[src/rtl/alu_operand_loader.sv]
// alu_operand_loader: builds ALU operands/opcode from switch bytes over load presses and captures the result (option: ALU_LOADER_SYNC_EN)
module alu_operand_loader #(
    parameter int SW_WIDTH   = 8,
    parameter int DATA_WIDTH = 2 * SW_WIDTH,
    parameter int OP_WIDTH   = 4,
    parameter int FLAG_WIDTH = 5
) (
    input  logic                  clk,
    input  logic                  reset,
    input  logic [SW_WIDTH-1:0]   sw,
    input  logic                  load,
    input  logic                  clear,
    output logic [DATA_WIDTH-1:0] alu_a,
    output logic [DATA_WIDTH-1:0] alu_b,
    output logic [OP_WIDTH-1:0]   alu_opcode,
    input  logic [DATA_WIDTH-1:0] alu_c,
    input  logic [FLAG_WIDTH-1:0] alu_flags,
    output logic [DATA_WIDTH-1:0] result,
    output logic [FLAG_WIDTH-1:0] result_flags,
    output logic                  result_valid,
    output logic [2:0]            state
);
    localparam logic [2:0] S_A_LO = 3'd0;
    localparam logic [2:0] S_A_HI = 3'd1;
    localparam logic [2:0] S_B_LO = 3'd2;
    localparam logic [2:0] S_B_HI = 3'd3;
    localparam logic [2:0] S_OP   = 3'd4;
    localparam logic [2:0] S_EXEC = 3'd5;
    localparam logic [2:0] S_SHOW = 3'd6;

    logic                  load_s, clear_s, load_q, ld_edge;
    logic [2:0]            state_q, state_d;
    logic [DATA_WIDTH-1:0] a_q, a_d, b_q, b_d, res_q, res_d;
    logic [OP_WIDTH-1:0]   op_q, op_d;
    logic [FLAG_WIDTH-1:0] flags_q, flags_d;

`ifdef ALU_LOADER_SYNC_EN
    logic [1:0] load_sync_q, clear_sync_q;
    // two-flop synchronizers for the button inputs
    always_ff @(posedge clk) begin
        if (reset) begin
            load_sync_q  <= '0;
            clear_sync_q <= '0;
        end else begin
            load_sync_q  <= {load_sync_q[0], load};
            clear_sync_q <= {clear_sync_q[0], clear};
        end
    end
    assign load_s  = load_sync_q[1];
    assign clear_s = clear_sync_q[1];
`else
    assign load_s  = load;
    assign clear_s = clear;
`endif

    assign ld_edge = load_s & ~load_q;

    // entry sequence: one field per load edge, then a single capture cycle
    always_comb begin
        state_d = state_q;
        a_d     = a_q;
        b_d     = b_q;
        op_d    = op_q;
        res_d   = res_q;
        flags_d = flags_q;
        if (clear_s) begin
            state_d = S_A_LO;
            a_d     = '0;
            b_d     = '0;
            op_d    = '0;
        end else begin
            case (state_q)
                S_A_LO: if (ld_edge) begin
                    a_d[SW_WIDTH-1:0] = sw;
                    state_d = S_A_HI;
                end
                S_A_HI: if (ld_edge) begin
                    a_d[DATA_WIDTH-1:SW_WIDTH] = sw;
                    state_d = S_B_LO;
                end
                S_B_LO: if (ld_edge) begin
                    b_d[SW_WIDTH-1:0] = sw;
                    state_d = S_B_HI;
                end
                S_B_HI: if (ld_edge) begin
                    b_d[DATA_WIDTH-1:SW_WIDTH] = sw;
                    state_d = S_OP;
                end
                S_OP: if (ld_edge) begin
                    op_d = sw[OP_WIDTH-1:0];
                    state_d = S_EXEC;
                end
                S_EXEC: begin
                    res_d   = alu_c;
                    flags_d = alu_flags;
                    state_d = S_SHOW;
                end
                S_SHOW: state_d = ld_edge ? S_A_LO : S_SHOW;
                default: state_d = S_A_LO;
            endcase
        end
    end

    // state and operand/result registers; edge detector tracks load every cycle
    always_ff @(posedge clk) begin
        if (reset) begin
            state_q <= S_A_LO;
            a_q     <= '0;
            b_q     <= '0;
            op_q    <= '0;
            res_q   <= '0;
            flags_q <= '0;
            load_q  <= 1'b0;
        end else begin
            state_q <= state_d;
            a_q     <= a_d;
            b_q     <= b_d;
            op_q    <= op_d;
            res_q   <= res_d;
            flags_q <= flags_d;
            load_q  <= load_s;
        end
    end

    assign alu_a        = a_q;
    assign alu_b        = b_q;
    assign alu_opcode   = op_q;
    assign result       = res_q;
    assign result_flags = flags_q;
    assign result_valid = (state_q == S_SHOW);
    assign state        = state_q;
endmodule

[config.mk]
export PLATFORM = sky130hd
export DESIGN_NAME = alu_operand_loader
export DESIGN_NICKNAME = d
export VERILOG_FILES = /design/src/rtl/alu_operand_loader.sv
export SDC_FILE = /design/constraint.sdc
export NUM_CORES = 1
export LEC_CHECK = 0
export ABC_CLOCK_PERIOD_IN_PS = 2370
export CAP_MARGIN = 0
export CORE_UTILIZATION = 35
export CTS_CLUSTER_DIAMETER = 80
export DETAILED_ROUTE_END_ITERATION = 8
export PLACE_DENSITY = 0.7
export SYNTH_ARGS = -nofsm -noshare
export SYNTH_HDL_FRONTEND = slang
export SYNTH_SLANG_ARGS = --single-unit
[constraint.sdc]
create_clock -name clk -period 2.37 [get_ports clk]
set_input_delay 0.237 -clock clk [delete_from_list [all_inputs] [get_ports clk]]
set_output_delay 0.237 -clock clk [all_outputs]
set_load 0.005 [all_outputs]
Word-level counts from Yosys, hierarchy flattened --
Index checks and enable logic that the tools add are counted.
Word-level totals: output and inout port bits 61, register bits 61, bits of input ports 33, word-level logic and storage cells 39
Operators by class: reduce and logical (&&, ||, !) cells 9, equality and inequality tests 11, bitwise operators 3, multiplexer cells 7
Operators by type and width (count):
- one-hot mux 3 bit (7 select lines) | 1
- 2-to-1 mux 3 bit | 6
- AND reduction 2 bit | 6
- inequality test 2 bit, second input constant | 5
- equality test 3 bit, second input constant | 3
- equality test 3 x 2 -> 1 bit, second input constant | 2
- AND reduction 5 bit | 1
- equality test 3 x 1 -> 1 bit, second input constant | 1
- zero test 3 bit | 1
- NOT 1 bit | 2
- OR reduction 2 bit | 1
- bitwise AND 1 bit | 1

Longest topological paths before layout --
Gate-level depths: netlist (run 1).
depth after elaboration 4, depth in mapped cells 5, gate-level depth less buffers 3

Least setup slack after synthesis (run 1) --
No wires, ideal clock.
path type register -> register, start register state_q[1] (netlist: state[1]), end register b_q[10] (netlist: alu_b[10]), stages on the path, launching flop included 6, data required time 2.298 ns, library setup time 0.072 ns, slack 1.138 ns, buffers on the path 2, data arrival time 1.160 ns, clock period less this slack 1.232 ns, cells stage by stage dfxtp_1 > buf_2 > nor2b_2 > and2_1 > buf_6 > mux2i_1
On the way: word-level cells in the longest chain between the ends 2
RTL lines:
- start: declaration | line 32 | logic [2:0] state_q, state_d;
- start signal: assignment | line 115 | state_q <= state_d;
- equality test 3 x 2 -> 1 bit | line 72 | case (state_q)
- AND reduction 2 bit (no line)
- end signal: assignment | line 109 | b_q <= '0;
- end signal: assignment | line 117 | b_q <= b_d;
- end: declaration | line 33 | logic [DATA_WIDTH-1:0] a_q, a_d, b_q, b_d, res_q, res_d;
No other way between the ends. A chain may end at the register's enable or synchronous reset.

Worst setup path after layout (run 1) --
start register state_q[2] (netlist: state[2]), end output result_valid
On the way: word-level cells in the longest chain between the ends 1
RTL lines:
- equality test 3 bit | line 130 | assign result_valid = (state_q == S_SHOW);
- end: declaration | line 20 | output logic result_valid,
No other way between the ends.

==> impl_metrics.csv, run 1 <==
group,metric,value,unit
yosys,synthArstFlopShare,0,%
setup_path,slowest_stage,"dfxtp_1",
power,clkPwrFrac,43.3,%
job,drv_cap,0,
setup_path,regToRegEndpoint,"alu_b[13]",
yosys,synth.distinct_cells,30,
power,ir_drop,367,µV
placed_design,portBuffers,93,
detailed_routing,vias,2015,
detailed_routing,first_pass_iters,4,
timing,hold_viol,0,
placed_design,gp_congestion,0.744,
setup_path,crit_path_cell_trace,"nand2_1 > nor2_1 > clkdlybuf4s50_1",
setup_path,slowest_delay,0.57,ns
detailed_routing,drc,0,
yosys,synth_edf_count,0,
setup_path,crit_buf_inv,1,
power,switchingPower,0.457,mW
timing,tightest_slew,0.537,ns
power,pwr-share-seq,50.0,%
clocking,cts_tree,"built",
die,ios,94,
min_path,hold_path.class,"input pin to register",
timing,max-slew-margin-rel,64.1,%
setup_path,crit_arrival,1.60,ns
clocking,clk_latency,0.33,ns
clocking,cts_num_sinks,61,
cells_and_area,layout-drive-gt1-share,7.74,%
timing,fin_tns_setup,0,ns
power,intPower,1.63,mW
cells_and_area,diodes,0,
setup_path,worst-setup-path-type,"register to primary output",
global_routing,busiest_layer,"met2",
global_routing,grt_max_degree,26,
clocking,cts_buffers,9,
global_routing,grt_pass1_vias,1967,
die,die-area,0.00700,mm²
setup_path,start_kind,"register",
min_path,min_path_cells,3,
die,fp.dieH,83.7,µm
clocking,cts-hold-fix-buffers,0,
die,floorplan.initialDensity,36.6,%
setup_path,crit_fanout,11,
cells_and_area,fill_cells,591,
yosys,synth_area_per_cell,9.34,µm²
die,die-width,83.7,µm
global_routing,grt_pass1_wl,9520,µm
global_routing,grt_util_all_layers,17.4,%
clocking,htree_levels,3,
die,coreArea,0.00639,mm²
clocking,post_cts_resized,0,
detailed_routing,routedWlPerCell,13.9,µm
setup_path,r2r-start,"state[0]",
yosys,synth-seq-cells,61,
setup_path,reg2reg_depth,3,
timing,max_clock_freq,544,MHz
timing,setup_viol,0,
setup_path,cp-end-kind,"primary output",
cells_and_area,final_util,55.0,%
timing,min_period,1.84,ns
power,switching_share,21.9,%
cells_and_area,final_cell_mix,"clkdlybuf4s50_1, nand2_1, dfxtp_1, mux2i_1, a21oi_1",
die,std_cell_rows,29,
global_routing,grt_overflow,0,
global_routing,antenna_found_initial,0,
power,pwr_density_cell,593,mW/mm²
clocking,clk_pin_slew,0.07,ns
global_routing,grt_use_met3,5.14,%
power,combPwrFrac,6.7,%
timing,finalCritPeriodShare,77.5,%
global_routing,met2_usage,29.6,%
cells_and_area,final_common_cell,"clkdlybuf4s50_1",
clocking,cts_buffer_depth,2,
clocking,root_buffer,"clkbuf_8",
yosys,synthFlopType,"dfxtp_1",
detailed_routing,ant_nets,0,
yosys,post_synth_instance_area,0.00233,mm²
timing,rsz0062_at_grt,"false",
yosys,synthCells,250,
power,p_leak,1.39,nW
clocking,cts_setup_buffers,0,
yosys,yosysWarnings,0,
min_path,min_to,"result[15]",
setup_path,r2r_slack,0.76,ns
outcome,run_status,"finished clean",
yosys,syn_nets,283,
global_routing,grt_util_met1,21.2,%
timing,maxSlewViolCount,0,
detailed_routing,wl,5910,µm
detailed_routing,viasPerCell,4.73,
min_path,min_from,"alu_c[15]",
timing,clock_skew,0.0101,ns
detailed_routing,drtIter0Drc,93,
yosys,synth_seq_area_share,52.3,%
timing,hold_slack,0.448,ns
cells_and_area,nets,377,
setup_path,cpLargestDelayFamily,"flip-flops",
setup_path,cp.required,2.13,ns
placed_design,dp_hpwl,4310,µm
cells_and_area,syn2layout_area_growth,50.4,%
[worst reg2reg max path, cell delays in order (launching register included)]
cell     delay [ns]
dfxtp_1        0.57
and3b_1        0.31
and2_1         0.44
mux2i_1        0.23
[cells by family after synthesis]
group	after synthesis	synth area share, %
compound gates	28	6.59
mux	36	15.4
flops	61	52.3
buf+inv	16	3.64
simple gates	109	22.0
[power by group through the flow]
stage	sequential [mW]	combinational [mW]	clock (mW)
2_1_floorplan	1.06	0.0601	0
3_5_place_dp	1.06	0.141	0
4_1_cts	1.04	0.141	0.927
3_3_place_gp	1.06	0.139	0
6_report	1.04	0.140	0.901
5_1_grt	1.04	0.151	0.980
[metrics by stage]
stage          power, mW  cell area [µm²]  setup WS, ns  std cells
3_3_place_gp        1.20             3320         0.586        410
6_report            2.08             3510         0.532        426
3_5_place_dp        1.21             3320         0.561        410
5_1_grt             2.17             3510         0.390        426
2_1_floorplan       1.12             2330          1.14        250
4_1_cts             2.11             3510         0.498        426
[sequential cells by signal, indices dropped and copies added, names as in the netlist]
name          cells
alu_a            16
state             3
result_flags      5
load_q            1
alu_b            16
result           16
alu_opcode        4
[cells in the mapped netlist, types with 2 or more instances]
cell type   n  area (µm²)
buf_2       8        40.0
a21oi_1    22         110
mux2i_1    36         360
o21a_1      2        15.0
buf_6       2        22.5
dfxtp_1    61        1220
nand2_4     2        22.5
nor2_1      2        7.51
nor2b_1     2        12.5
clkbuf_1    5        18.8
o31ai_1     2        15.0
nand2_1    88         330
[final cells by class]
cell class	count	area, µm²	area share [%]
timing repair buffer	98	968	27.6
inverter	1	3.75	0.107
tap	77	96.3	2.74
multi-input combinational	173	1030	29.3
clock inverter	4	47.5	1.35
sequential	61	1220	34.8
clock buffer	12	145	4.13
[metal layers]
layer  wire length (µm)  share of wire (%)
met5                  0                  0
met4                 44               0.75
met3                176                3.0
met2               3050                 52
met1               2630                 45
[worst max-delay path by stage]
stage | start | end | slack [ns] | depth (start not counted)
final | state[2] | result_valid | 0.53 | 3
after global routing | state[2] | result_valid | 0.39 | 3
after CTS | state[2] | result_valid | 0.50 | 3
after detailed placement | clear | alu_a[1] | 0.56 | 4
after global placement | load | alu_b[10] | 0.59 | 4
after floorplan | state[1] | alu_b[10] | 1.14 | 5
(Power assumes the default switching activity.)
==> run 2, diff against run 1 <==
--- a/config.mk
+++ b/config.mk
@@ -5,12 +5,12 @@
 export SDC_FILE = /design/constraint.sdc
 export NUM_CORES = 1
 export LEC_CHECK = 0
-export ABC_CLOCK_PERIOD_IN_PS = 2370
+export ABC_CLOCK_PERIOD_IN_PS = 1500
 export CAP_MARGIN = 0
 export CORE_UTILIZATION = 35
 export CTS_CLUSTER_DIAMETER = 80
 export DETAILED_ROUTE_END_ITERATION = 8
-export PLACE_DENSITY = 0.7
+export PLACE_DENSITY = 0.73
 export SYNTH_ARGS = -nofsm -noshare
 export SYNTH_HDL_FRONTEND = slang
 export SYNTH_SLANG_ARGS = --single-unit
==> constraint.sdc (replaced) <==
create_clock -name clk -period 1.5 [get_ports clk]
set_input_delay 0.15 -clock clk [delete_from_list [all_inputs] [get_ports clk]]
set_output_delay 0.15 -clock clk [all_outputs]
set_load 0.005 [all_outputs]
==> run 2 against run 1 <==
Compared with the run above: sequential share of layout area is 1.3 points lower; count of clock-buffer cells in the layout is the same; cell area grew 4.2%; die area unchanged; core utilization rose by 2.3 points; routed wire length shrank 0.83%; register-to-register slack got worse by 0.55 ns; combinational power increased by 69%; total power rose by 69%; largest cell class unchanged; global-route usage fell by 0.26 points; setup slack lost 0.46 ns.
==> impl_metrics.csv, run 2 (synthesis results as in run 1) <==
group,metric,value,unit
placed_design,placed_cells,418,
clocking,clk_pin_slew,0.07,ns
clocking,cts_tree,"built",
placed_design,portBuffers,93,
cells_and_area,nets,385,
setup_path,crit_arrival,1.27,ns
global_routing,grt_util_all_layers,17.1,%
die,die-area,0.00700,mm²
power,pwr_density_cell,963,mW/mm²
setup_path,crit_path_cell_trace,"clkdlybuf4s50_1",
setup_path,cpLargestDelayFamily,"buffers and inverters",
timing,hold_viol,0,
detailed_routing,viasPerCell,4.72,
timing,maxSlewViolCount,0,
clocking,clk_latency,0.33,ns
die,fp.dieH,83.7,µm
setup_path,slowest_delay,0.54,ns
setup_path,r2r_slack,0.21,ns
global_routing,grt_pass1_vias,1975,
detailed_routing,routedWlPerCell,13.5,µm
placed_design,dp_hpwl,4190,µm
placed_design,placed_area,0.00343,mm²
timing,tightest_slew,0.272,ns
setup_path,worst-setup-path-type,"register to primary output",
job,drv_cap,0,
detailed_routing,drtIter0Drc,74,
setup_path,crit_fanout,7,
detailed_routing,drc,0,
setup_path,regToRegEndpoint,"alu_b[11]",
setup_path,slowest_stage,"clkdlybuf4s50_1",
die,die-width,83.7,µm
setup_path,reg2reg_depth,4,
cells_and_area,layout-drive-gt1-share,10.6,%
cells_and_area,final_area,0.00366,mm²
detailed_routing,vias,2047,
clocking,root_buffer,"clkbuf_8",
min_path,min_from,"alu_c[9]",
die,floorplan.initialDensity,36.6,%
placed_design,gp_congestion,0.791,
setup_path,r2r-start,"state[0]",
cells_and_area,final_common_cell,"clkdlybuf4s50_1",
clocking,cts_num_sinks,61,
clocking,post_cts_resized,4,
clocking,cts_buffers,9,
setup_path,cp-end-kind,"primary output",
placed_design,place_worst_setup_slack,-0.0811,ns
timing,fin_ws,0.0754,ns
outcome,run_status,"finished clean",
clocking,cts_buffer_depth,2,
cells_and_area,final_cell_mix,"clkdlybuf4s50_1, nand2_1, dfxtp_1, mux2i_1, a21oi_1",
detailed_routing,wl,5860,µm
power,ir_drop,740,µV
clocking,cts-hold-fix-buffers,0,
detailed_routing,first_pass_iters,4,
timing,rsz0062_at_grt,"false",
power,finalPower,3.52,mW
global_routing,grt_max_degree,35,
cells_and_area,multi_input_comb_area,0.00103,mm²
setup_path,crit_buf_inv,1,
clocking,htree_levels,3,
min_path,hold_path.class,"input pin to register",
timing,clock_skew,0.00947,ns
cells_and_area,syn2layout_area_growth,56.6,%
timing,min_period,1.42,ns
cells_and_area,fill_cells,572,
setup_path,start_kind,"register",
global_routing,antenna_found_initial,0,
global_routing,grt_pass1_wl,9430,µm
die,coreArea,0.00639,mm²
timing,finalCritPeriodShare,95.0,%
min_path,min_path_cells,3,
timing,fin_tns_setup,0,ns
setup_path,cp.required,1.35,ns
power,p_leak,1.47,nW
clocking,cts_setup_buffers,0,
timing,setup_viol,0,
global_routing,grt_overflow,0,
timing,max-slew-margin-rel,81.6,%
detailed_routing,ant_nets,0,
min_path,min_to,"result[9]",
cells_and_area,layout.cells.non_filler,434,
cells_and_area,diodes,0,
die,ios,94,
cells_and_area,register_area,0.00123,mm²
die,std_cell_rows,29,
timing,max_clock_freq,702,MHz
run 2: worst max path at each step:
stage	cells past startpoint	to	start	slack, ns
after floorplan	5	alu_b[10]	state[1]	0.27
after global placement	5	alu_b[11]	load	-0.01
after detailed placement	5	alu_b[11]	load	-0.08
after CTS	1	state[0]	state[0]	0.05
after global routing	1	state[0]	state[0]	0.03
final	1	state[0]	state[0]	0.08
run 2: layout make-up:
class	instances	area share (%)
flip-flops and latches	61	33.5
repair buffers	106	29.5
multi-input cells	173	28.1
clock buffers	12	4.24
well taps	77	2.63
clock inverters	4	1.92
inverters	1	0.103
run 2: power breakdown:
part	switching, mW	leakage [nW]	internal [mW]
logic	0.0971	0.861	0.140
registers	0.0115	0.493	1.63
clock network	0.623	0.116	1.02
total	0.731	1.47	2.79
run 2: layer usage:
layer	wire length [µm]	global-route usage (%)	vias up
met5	0	0	-
met4	268	12.0	0
met3	215	4.06	23
met2	2760	26.3	53
met1	2610	21.1	939
li1	-	-	1032
run 2: stage by stage:
stage	hold WS, ns	utilization, %
6_report	0.363	57.3
2_1_floorplan	0.278	-
3_5_place_dp	0.448	53.7
5_1_grt	0.366	57.3
3_3_place_gp	0.441	53.7
4_1_cts	0.348	57.3
==> run 3, diff against run 2 <==
--- a/config.mk
+++ b/config.mk
@@ -5,12 +5,13 @@
 export SDC_FILE = /design/constraint.sdc
 export NUM_CORES = 1
 export LEC_CHECK = 0
-export ABC_CLOCK_PERIOD_IN_PS = 1500
+export ABC_CLOCK_PERIOD_IN_PS = 1700
 export CAP_MARGIN = 0
 export CORE_UTILIZATION = 35
 export CTS_CLUSTER_DIAMETER = 80
 export DETAILED_ROUTE_END_ITERATION = 8
-export PLACE_DENSITY = 0.73
+export PLACE_DENSITY = 0.7
+export SETUP_SLACK_MARGIN = 0.3
 export SYNTH_ARGS = -nofsm -noshare
 export SYNTH_HDL_FRONTEND = slang
 export SYNTH_SLANG_ARGS = --single-unit
==> constraint.sdc (replaced) <==
create_clock -name clk -period 1.7 [get_ports clk]
set_input_delay 0.17 -clock clk [delete_from_list [all_inputs] [get_ports clk]]
set_output_delay 0.17 -clock clk [all_outputs]
set_load 0.005 [all_outputs]
==> run 3 against run 2 <==
Compared with the run above: sequential power down 12%; routed wire length up 2.4%; total power down 12%; highest routed layer unchanged; die area unchanged; via count up 0.20%; final cell count down 0.23%; combinational power down 12%; non-clock buffer count down 1; first-iteration DRC count down 26%; largest power group unchanged; clock power down 12%.
==> impl_metrics.csv, run 3 (synthesis results as in run 1) <==
group,metric,value,unit
placed_design,dp_hpwl,4290,µm
setup_path,cp.required,1.53,ns
clocking,cts_tree,"built",
min_path,hold_path.class,"input pin to register",
clocking,cts-hold-fix-buffers,0,
die,std_cell_rows,29,
die,floorplan.initialDensity,36.6,%
job,drv_cap,0,
global_routing,grt_pass1_wl,9770,µm
setup_path,cp-end-kind,"primary output",
clocking,root_buffer,"clkbuf_8",
clocking,clk_pin_slew,0.07,ns
die,ios,94,
global_routing,grt_pass1_vias,2016,
global_routing,antenna_found_initial,0,
cells_and_area,fill_cells,568,
setup_path,worst-setup-path-type,"register to primary output",
outcome,run_status,"finished clean",
power,pwr_density_cell,848,mW/mm²
detailed_routing,first_pass_iters,4,
timing,maxSlewViolCount,0,
global_routing,grt_util_all_layers,17.7,%
die,die-area,0.00700,mm²
timing,max_clock_freq,737,MHz
timing,hold_viol,0,
setup_path,crit_buf_inv,1,
setup_path,crit_arrival,1.19,ns
cells_and_area,final_common_cell,"nand2_1",
detailed_routing,routedWlPerCell,13.9,µm
cells_and_area,final_area,0.00367,mm²
setup_path,crit_path_cell_trace,"clkdlybuf4s50_1",
power,p_leak,1.58,nW
timing,max-slew-margin-rel,74.2,%
placed_design,placed_area,0.00339,mm²
placed_design,place_worst_setup_slack,0.115,ns
cells_and_area,layout-drive-gt1-share,11.8,%
timing,finalCritPeriodShare,79.8,%
power,combPwrFrac,6.7,%
timing,min_period,1.36,ns
setup_path,cp.depth,1,
detailed_routing,wl,6000,µm
global_routing,grt_max_degree,25,
timing,fin_ws,0.343,ns
die,fp.dieH,83.7,µm
setup_path,slowest_delay,0.51,ns
power,intPower,2.46,mW
global_routing,grt_overflow,0,
power,pwr-share-seq,46.5,%
detailed_routing,ant_nets,0,
cells_and_area,final_cell_mix,"nand2_1, clkdlybuf4s50_1, dfxtp_1, mux2i_1, a21oi_1",
timing,rsz0062_at_grt,"true",
cells_and_area,diodes,0,
timing,setup_viol,0,
timing,tightest_slew,0.386,ns
die,coreArea,0.00639,mm²
power,switching_share,20.8,%
placed_design,gp_congestion,0.734,
setup_path,reg2reg_depth,4,
cells_and_area,syn2layout_area_growth,57.0,%
timing,fin_tns_setup,0,ns
clocking,clk_latency,0.33,ns
clocking,cts_buffer_depth,2,
detailed_routing,vias,2051,
die,die-width,83.7,µm
setup_path,cpLargestDelayFamily,"buffers and inverters",
setup_path,start_kind,"register",
min_path,min_path_cells,3,
cells_and_area,nets,384,
detailed_routing,drc,0,
detailed_routing,drtIter0Drc,55,
setup_path,crit_fanout,2,
setup_path,slowest_stage,"clkdlybuf4s50_1",
power,clkPwrFrac,46.8,%
clocking,cts_num_sinks,61,
power,ir_drop,474,µV
detailed_routing,viasPerCell,4.74,
clocking,htree_levels,3,
placed_design,portBuffers,93,
power,switchingPower,0.647,mW
clocking,cts_buffers,9,
timing,clock_skew,0.00418,ns
## run 3: cell types whose count changed in the layout (fill, tap and decap cells not counted), sizes merged
cell           previous run  this run
dlygate4sd2               1         2
dlymetal6s2s              0         6
clkdlybuf4s50            92        85
buf                      13        12
## run 3: worst paths after layout
kind / from / to / slack (ns)
hold / removal: alu_flags[4] / result_flags[4] / 0.38
hold reg to reg: result[7] / result[7] / 0.46
setup reg to reg: state[2] / alu_a[11] / 0.39
setup / recovery: state[0] / state[0] / 0.34
## run 3: tightest hold or removal path, stage by stage
cell and delay, ns:
clkdlybuf4s50_1 0.39, nand2_1 0.05, a21oi_1 0.05
## run 3: per-stage QoR
stage	hold WS, ns	instances	total power [mW]	util (%)
2_1_floorplan	0.298	250	1.56	-
3_3_place_gp	0.441	414	1.68	53.0
3_5_place_dp	0.448	414	1.68	53.0
4_1_cts	0.366	432	3.14	56.9
5_1_grt	0.385	433	3.24	57.4
6_report	0.381	433	3.11	57.4
## run 3: what timing repair did
action                                  in CTS  in global routing
setup buffers                                2                  1
pin swaps                                    0                  1
endpoints found under the setup margin      12                 24
resized for setup                            7                 11
## run 3: area by class of cell
| cell class | count | area (µm²) | area share (%) |
|---|---|---|---|
| inverter | 1 | 3.75 | 0.102 |
| clock buffer | 12 | 155 | 4.23 |
| timing repair buffer | 105 | 1070 | 29.2 |
| sequential | 61 | 1230 | 33.6 |
| clock inverter | 4 | 70.1 | 1.91 |
| multi-input combinational | 173 | 1040 | 28.3 |
| tap | 77 | 96.3 | 2.63 |
## run 3: per-layer routing
metal	track usage, %	routed length [µm]	up-vias	share of wire, %
met5	0	0	-	0
met4	9.55	145	0	2.4
met3	3.46	199	13	3.3
met2	28.1	2920	47	49
met1	22.6	2730	963	45
li1	-	-	1028	-
## run 3: power groups by stage
stage               clock (mW)  sequential (mW)  combinational (mW)
finish                    1.45             1.45               0.208
global route              1.57             1.45               0.222
CTS                       1.49             1.45               0.206
detailed placement           0             1.48               0.197
global placement             0             1.48               0.196
floorplan                    0             1.48              0.0838
